**config.mk**
```make
export PLATFORM = sky130hd
export DESIGN_NAME = debounce_edge
export DESIGN_NICKNAME = d
export VERILOG_FILES = /design/src/rtl/debounce_edge.sv
export SDC_FILE = /design/constraint.sdc
export NUM_CORES = 1
export LEC_CHECK = 0
export BUFFER_PORTS_ARGS = -buffer_cell sky130_fd_sc_hd__buf_2
export CAP_MARGIN = 0
export CORE_MARGIN = 1.5
export CORE_UTILIZATION = 51
export DETAILED_ROUTE_END_ITERATION = 12
export PLACE_DENSITY = 0.74
export SLEW_MARGIN = 20
export SYNTH_ARGS = -nofsm -noshare
export SYNTH_HDL_FRONTEND = slang
export SYNTH_SLANG_ARGS = --single-unit
```
**constraint.sdc**
```tcl
create_clock -name clk -period 1.52 [get_ports clk]
set_clock_uncertainty 0.05 [all_clocks]
set_input_delay 0.456 -clock clk [delete_from_list [all_inputs] [get_ports clk]]
set_output_delay 0.456 -clock clk [all_outputs]
set_load 0.02 [all_outputs]
```
**src/rtl/debounce_edge.sv**
```systemverilog
// Switch/pin debouncer: synchronises din, qualifies a new level for DEBOUNCE_CYCLES
// cycles, then updates dout and pulses rise or fall for one cycle.
module debounce_edge #(
   parameter int SYNC_STAGES     = 2,
   parameter int DEBOUNCE_CYCLES = 1000,
   parameter int CNT_W           = 16
) (
   input  logic clk,
   input  logic rst,
   input  logic din,
   output logic dout,
   output logic qbar,
   output logic rise,
   output logic fall,
   output logic busy
);

   typedef enum logic {STABLE, CHECKING} state_t;

   localparam logic [CNT_W-1:0] LAST = CNT_W'(DEBOUNCE_CYCLES - 1);

   logic [SYNC_STAGES-1:0] sync_r;
   logic                   sync_q;
   logic [CNT_W-1:0]       cnt;
   state_t                 state;
   logic                   differ;
   logic                   accept;

   always_ff @(posedge clk or posedge rst) begin
      if (rst) sync_r <= '0;
      else     sync_r <= {sync_r[SYNC_STAGES-2:0], din};
   end

   assign sync_q = sync_r[SYNC_STAGES-1];
   assign differ = (sync_q != dout);
   // With a one-cycle window the first mismatch is accepted straight from STABLE.
   assign accept = differ && ((state == STABLE) ? (DEBOUNCE_CYCLES == 1) : (cnt == LAST));

   always_ff @(posedge clk or posedge rst) begin
      if (rst) begin
         state <= STABLE;
         cnt   <= '0;
         dout  <= 1'b0;
         rise  <= 1'b0;
         fall  <= 1'b0;
         busy  <= 1'b0;
      end else begin
         rise <= 1'b0;
         fall <= 1'b0;
         if (accept) begin
            dout  <= sync_q;
            rise  <= sync_q;
            fall  <= ~sync_q;
            cnt   <= '0;
            state <= STABLE;
            busy  <= 1'b0;
         end else begin
            case (state)
               STABLE: begin
                  if (differ) begin
                     state <= CHECKING;
                     busy  <= 1'b1;
                     cnt   <= CNT_W'(1);
                  end else begin
                     cnt <= '0;
                  end
               end
               CHECKING: begin
                  if (!differ) begin
                     state <= STABLE;
                     busy  <= 1'b0;
                     cnt   <= '0;
                  end else begin
                     cnt <= cnt + CNT_W'(1);
                  end
               end
            endcase
         end
      end
   end

   assign qbar = ~dout;

endmodule

```
# Word-level counts from Yosys, hierarchy flattened
# Index checks and enable logic that the tools add are counted.
# op_classes
bitwise_logic,3
reduce_logical,2
muxes,13
n_addsub,1
eq_ne,4
# op_table
operator,count
two-way mux 16 bit,2
one-hot mux 16 bit (2 select lines),1
adder 16 x 1 -> 16 bit (second input constant),1
equality test 16 x 10 -> 1 bit (second input constant),1
two-way mux 1 bit,9
!= test 3 x 2 -> 1 bit (second input constant),1
!= test 3 bit (second input constant),1
inverter 1 bit,3
one-hot mux 1 bit (2 select lines),1
AND reduction 2 bit,1
logical AND 1 bit,1
!= test 1 bit,1
# totals
input_bits,3
wordCells,30
regBits,23
out_inout_bits,5

# Longest topological paths before layout
# Gate-level depths: netlist of the first run.
# logic_depth
word_depth,5
mapped_depth,6

# Worst setup path before layout of the first run
# No wires, ideal clock.
# synth_timing
path_type,register -> register
startpoint,register cnt[0]
endpoint,register cnt[10]
arrival_ns,1.390
setup_time_ns,0.121
slack_ns,-0.041
path_stages_with_launch,7
t_required_ns,1.349
path_cell_list,dfrtp_1 ha_1 nor4b_2 nand4_1 nand3_1 buf_2 nor2_1
# synth_via
elab_chain_len,4
# synth_rtl
element,line_no,text
start: declaration,24,logic [CNT_W-1:0] cnt;
start signal: assignment,74,cnt <= cnt + CNT_W'(1);
adder 16 x 1 -> 16 bit or equality test 16 x 10 -> 1 bit (tied branches),"74, 37",
two-way mux 16 bit or two-way mux 1 bit (tied branches),"69, 37",
one-hot mux 16 bit (2 select lines) or logical AND 1 bit (tied branches),"58, 37",
two-way mux 16 bit *,50,if (accept) begin
# Mark *: on every way between the ends. The rest lies on a longest branch, timed or not.
# A chain may end at the register's enable or synchronous reset.

# Final worst setup path of the first run
# Ends and elaborated chain as after synthesis.

==> impl_metrics.toml, run 1 <==
[worst_setup_path]
end_kind = "flop"
crit_path_start = "cnt[0]"
start_kind = "flop"
regToRegStartpoint = "cnt[0]"
path_max_fanout = 4
cp.required_ps = 1690
worstSetupPathType = "flop to flop"
arrival_ps = 1710

[finish]
final_common_cell = "buf_4"
n_antenna_cell = 0
drive_above_1_share = 0.435
final_cell_mix = "buf_4, dfrtp_1, nor2_1, nand4_1, xnor2_1"
fill_cells = 142
nNetsFinal = 136
final_cells = 158
area_growth_syn_to_layout_pct = 30.9

[clock_tree]
ctsHoldBuffers = 0
cts-htree-levels = 1
numCtsBuffers = 3
cts_root_buffer = "clkbuf_4"
cts_tree = "built"
clkSinkCount = 23
clk_path_buf_depth = 2
clk_pin_slew_ps = 120
worstSkewPairLatency_ps = 310

[run_status]
violations = "negative setup slack"
outcome = "finished with violations"

[route]
route.detailed.drc = 0
dr.pass1.iters = 4
drt-total-wl_mm = 2.43
routed_via_density = 5.37
drt_iter0_drc = 6
final_antenna_net_count = 0
route.vias.total = 849
avgRoutedWirePerCell_um = 15.3

[sta]
setup_slack_ps = -20.5
fmax_mhz = 649
relSlewSlack = 0.772
period_share = 1.01
tightest_slew_ps = 339
fin_crit_ps = 1540
hold_violations = 0
maxSlewViolCount = 0
rsz0062_at_grt = "yes"
setup_viol = 4
setup_tns_ps = -36.6

[synthesis]
yosysSeqAreaShare = 0.533
syn_nets = 104
yosysWarningCount = 0
synth_edf_count = 0
synth.area.top_cells = "dfrtp_1, xnor2_1, nor2_1, xor2_1, nand4_1"
syn_avg_cell_area_um2 = 10.8
synth_area_um2 = 1080
synth_cells = 100
synth-main-ff-cell = "dfrtp_1"
synthArstFlopShare = 1.00
synth_top_area_cell = "dfrtp_1"
synth_top_area_frac = 0.533
ys_types = 28
ys_seq_elements = 23

[grt]
first_global_vias = 896
antenna_found_initial = 0
track_usage = 0.220
grt_max_degree = 24
grt-ovfl-total = 0
grt_pass1_wl_mm = 3.95

[die]
die_h_um = 49.0
die_w_um = 49.0
pin_count = 8
row_count = 16
core-area_um2 = 1980
initial_utilization = 0.545
die_area_um2 = 2400

[job]
max_cap_viol_count = 0

[power_and_ir_drop]
p_per_area_nw_per_um2 = 696
p_sw_frac = 0.232
total_leakage_power_uw = 0.000607
irDropWorstVdd_mv = 0.588
p_seq_frac = 0.643
p_sw_uw = 228
p_int_uw = 755
comb_power_share = 0.069
pwr-share-clk = 0.288

[placement]
numPortBuffers = 7
gp_congestion = 0.844
dp_cells = 150
hpwl_mm = 1.69

[hold_path]
holdCritPathClass = "primary input to asynchronous set/reset pin"
-- path summary, 6_finish.rpt --
| path | end | slack, ps | cells after the start |
|---|---|---|---|
| min in group clk | sync_r[0] | 200 | 1 |
| worst max-delay path | cnt[10] | -20 | 6 |
| worst min register to register | sync_r[1] | 330 | 0 |
| max in group asynchronous | cnt[3] | 1070 | 3 |
| worst max register to register | cnt[10] | -20 | 6 |
| worst min-delay path | cnt[7] | 110 | 3 |
-- sequential cells by signal, summed over array words and instances, names as in the netlist --
register,flops
state,1
sync_r,2
cnt,16
busy,1
dout,1
fall,1
rise,1
-- area by class of cell --
class	count	area, um2	area share
sequential	23	582	0.412
clock buffer	4	26.3	0.0186
multi-input combinational	70	543	0.384
tap	27	33.8	0.0239
inverter	5	18.8	0.0133
timing repair buffer	29	210	0.149
-- power groups by stage --
| stage | registers [uW] | logic, uW | clock network, uW |
|---|---|---|---|
| finish | 632 | 67.8 | 283 |
| global route | 634 | 74.3 | 316 |
| CTS | 632 | 65.2 | 290 |
| detailed placement | 644 | 57.3 | 0 |
| global placement | 643 | 54.0 | 0 |
| floorplan | 645 | 27.7 | 0 |
-- logic make-up after synthesis --
family | after synthesis | synth area share
adder cells (fa/ha/maj) | 1 | 0.0116
multiplexers | 1 | 0.0104
XOR/XNOR | 14 | 0.114
buffers and inverters | 7 | 0.0348
AND/OR/NAND/NOR | 50 | 0.267
AO/OA/AOI/OAI | 4 | 0.0301
flip-flops | 23 | 0.533
-- per-stage QoR --
stage | power (uW) | util | instance area [um2] | setup WS, ps | hold slack (ps)
after floorplan | 673 | - | 1080 | 11.5 | 281
after global placement | 697 | 0.641 | 1270 | 1.16 | 289
after detailed placement | 701 | 0.641 | 1270 | -79.1 | 315
after CTS | 986 | 0.688 | 1360 | -11.6 | 117
after global routing | 1020 | 0.713 | 1410 | -111 | 124
final | 984 | 0.713 | 1410 | -20.5 | 108
-- per-layer routing --
layer | vias to the layer above | global-route usage | share of wire
li1 | 413 | - | -
met1 | 419 | 0.273 | 0.42
met2 | 10 | 0.377 | 0.53
met3 | 7 | 0.0215 | 0.020
met4 | 0 | 0.124 | 0.028
met5 | - | 0 | 0
-- worst max-delay path, cell delays in order, from the launching register on --
cell	delay (ps)
dfrtp_1	420
ha_2	220
nand4_1	220
buf_6	220
nor3_4	120
xnor2_1	140
nor2_1	60
-- cells in the mapped netlist (3+ instances only) --
cell	n
nor2_1	17
nand2_1	3
nor3_1	3
xnor2_1	8
dfrtp_1	23
nand3_1	6
inv_1	5
xor2_1	6
nand4_1	8
nor4_1	3
-- repair_timing --
| item | CTS | global route |
|---|---|---|
| gates resized for setup | 9 | 15 |
| pin swaps | 2 | 7 |
| buffers inserted | 4 | 0 |
| endpoints found under the setup margin | 16 | 14 |
Power figures use the tool's default switching activity.
==> run 2: changes to the inputs <==
--- a/config.mk
+++ b/config.mk
@@ -10,7 +10,7 @@
 export CORE_MARGIN = 1.5
 export CORE_UTILIZATION = 51
 export DETAILED_ROUTE_END_ITERATION = 12
-export PLACE_DENSITY = 0.74
+export PLACE_DENSITY = 0.72
 export SLEW_MARGIN = 20
 export SYNTH_ARGS = -nofsm -noshare
 export SYNTH_HDL_FRONTEND = slang
==> impl_metrics.toml, run 2 (synthesis results as in run 1) <==
[placement]
numPortBuffers = 7
place_ws_ps = -37.0
hpwl_mm = 1.47
gp_congestion = 0.804
dp_cells = 150
placed_area_um2 = 1270

[sta]
setup_slack_ps = -68.9
period_share = 1.05
rsz0062_at_grt = "yes"
hold_violations = 0
setup_tns_ps = -95.1
fin_crit_ps = 1590
setup_viol = 3
fmax_mhz = 629
relSlewSlack = 0.794
maxSlewViolCount = 0
tightest_slew_ps = 307

[grt]
grt_pass1_wl_mm = 3.93
first_global_vias = 886
track_usage = 0.214
antenna_found_initial = 0
grt-ovfl-total = 0
grt_max_degree = 24

[worst_setup_path]
cp.required_ps = 1720
start_kind = "flop"
cp_slowest_cell = "or4_4"
path_max_fanout = 3
path_cells = "buf_6 -> and4_4 -> nand3_4 -> or4_4 -> a21oi_2"
r2r_setup_slack_ps = -70
regToRegStartpoint = "cnt[0]"
r2r_end = "cnt[15]"
critPathMaxStageDelay_ps = 480
arrival_ps = 1790
end_kind = "flop"
r2r_cells = 5
worstSetupPathType = "flop to flop"

[finish]
n_antenna_cell = 0
final_cells = 160
drive_above_1_share = 0.451
area_growth_syn_to_layout_pct = 35.0
fill_cells = 120
largestRegisters = "cnt x16, sync_r x2"
regMostFlops = "cnt"
largest_reg_flops = 16
nNetsFinal = 138
final_cell_mix = "dfrtp_1, buf_4, nor2_1, nand4_1, xnor2_1"
finalInstanceArea_um2 = 1460

[hold_path]
holdCritPathClass = "primary input to asynchronous set/reset pin"

[clock_tree]
clk_path_buf_depth = 2
clk_pin_slew_ps = 130
cts_tree = "built"
cts_root_buffer = "clkbuf_4"
numCtsBuffers = 3
worstSkewPairLatency_ps = 310
cts-htree-levels = 1
clkSinkCount = 23
ctsHoldBuffers = 0

[die]
die_area_um2 = 2400
die_h_um = 49.0
pin_count = 8
die_w_um = 49.0
row_count = 16
initial_utilization = 0.545
core-area_um2 = 1980

[job]
max_cap_viol_count = 0

[power_and_ir_drop]
comb_power_share = 0.074
total_leakage_power_uw = 0.000618
pwr-share-clk = 0.289
p_sw_uw = 241
p_seq_frac = 0.637
total_power_uw = 997
irDropWorstVdd_mv = 0.561
p_int_uw = 757
p_per_area_nw_per_um2 = 684
p_sw_frac = 0.241

[route]
final_antenna_net_count = 0
avgRoutedWirePerCell_um = 15.0
drt_iter0_drc = 24
wl_met3_um = 50
route.vias.total = 876
route.detailed.drc = 0
routed.top_layer = "met4"
dr.pass1.iters = 4
met1_length_mm = 1.05
wl_met2_mm = 1.24
routed_via_density = 5.48
drt-total-wl_mm = 2.39

[run_status]
outcome = "finished with violations"
violations = "negative setup slack"
## run 2: critical path: cells and delay by family, from the launching register on
| kind | cells | cell delay, ps |
|---|---|---|
| AND/OR/NAND/NOR | 3 | 780 |
| flip-flops | 1 | 440 |
| AO/OA/AOI/OAI | 1 | 130 |
| buffers and inverters | 1 | 110 |
## run 2: layout make-up
cell class / instances / area, um2 / share of cell area
clock buffers: 3 / 22.5 / 0.0155
clock inverters: 1 / 7.51 / 0.00515
inverters: 5 / 18.8 / 0.0129
multi-input cells: 70 / 559 / 0.384
flip-flops and latches: 23 / 579 / 0.397
well taps: 27 / 33.8 / 0.0232
repair buffers: 31 / 236 / 0.162
## run 2: metal layers
metal / vias up / global-route usage
met2: 19 / 0.356
li1: 418 / -
met4: 0 / 0.138
met1: 431 / 0.259
met5: - / 0
met3: 8 / 0.0307
## run 2: stage by stage
step	utilization	hold slack (ps)
4_1_cts	0.674	94.6
2_1_floorplan	-	281
3_5_place_dp	0.641	288
5_1_grt	0.735	124
3_3_place_gp	0.641	286
6_report	0.735	92.7
## run 2: how the worst max path moves through the flow
stage | startpoint | end | cells after the start
2_1_floorplan | cnt[0] | cnt[10] | 6
3_3_place_gp | cnt[0] | cnt[15] | 5
3_5_place_dp | cnt[0] | cnt[15] | 5
4_1_cts | cnt[0] | rise | 5
5_1_grt | cnt[0] | cnt[15] | 5
6_report | cnt[0] | cnt[15] | 5
## run 2: what timing repair did
action | in CTS | in global routing
buffers inserted | 1 | 6
resized for setup | 6 | 23
endpoints found under the setup margin | 15 | 22
pin swaps | 6 | 16
## run 2: power groups by stage
stage / clock (uW) / combinational (uW) / sequential, uW
floorplan: 0 / 27.7 / 645
global placement: 0 / 56.4 / 643
detailed placement: 0 / 57.5 / 643
CTS: 304 / 59.6 / 632
global route: 329 / 81.5 / 637
finish: 289 / 73.4 / 635
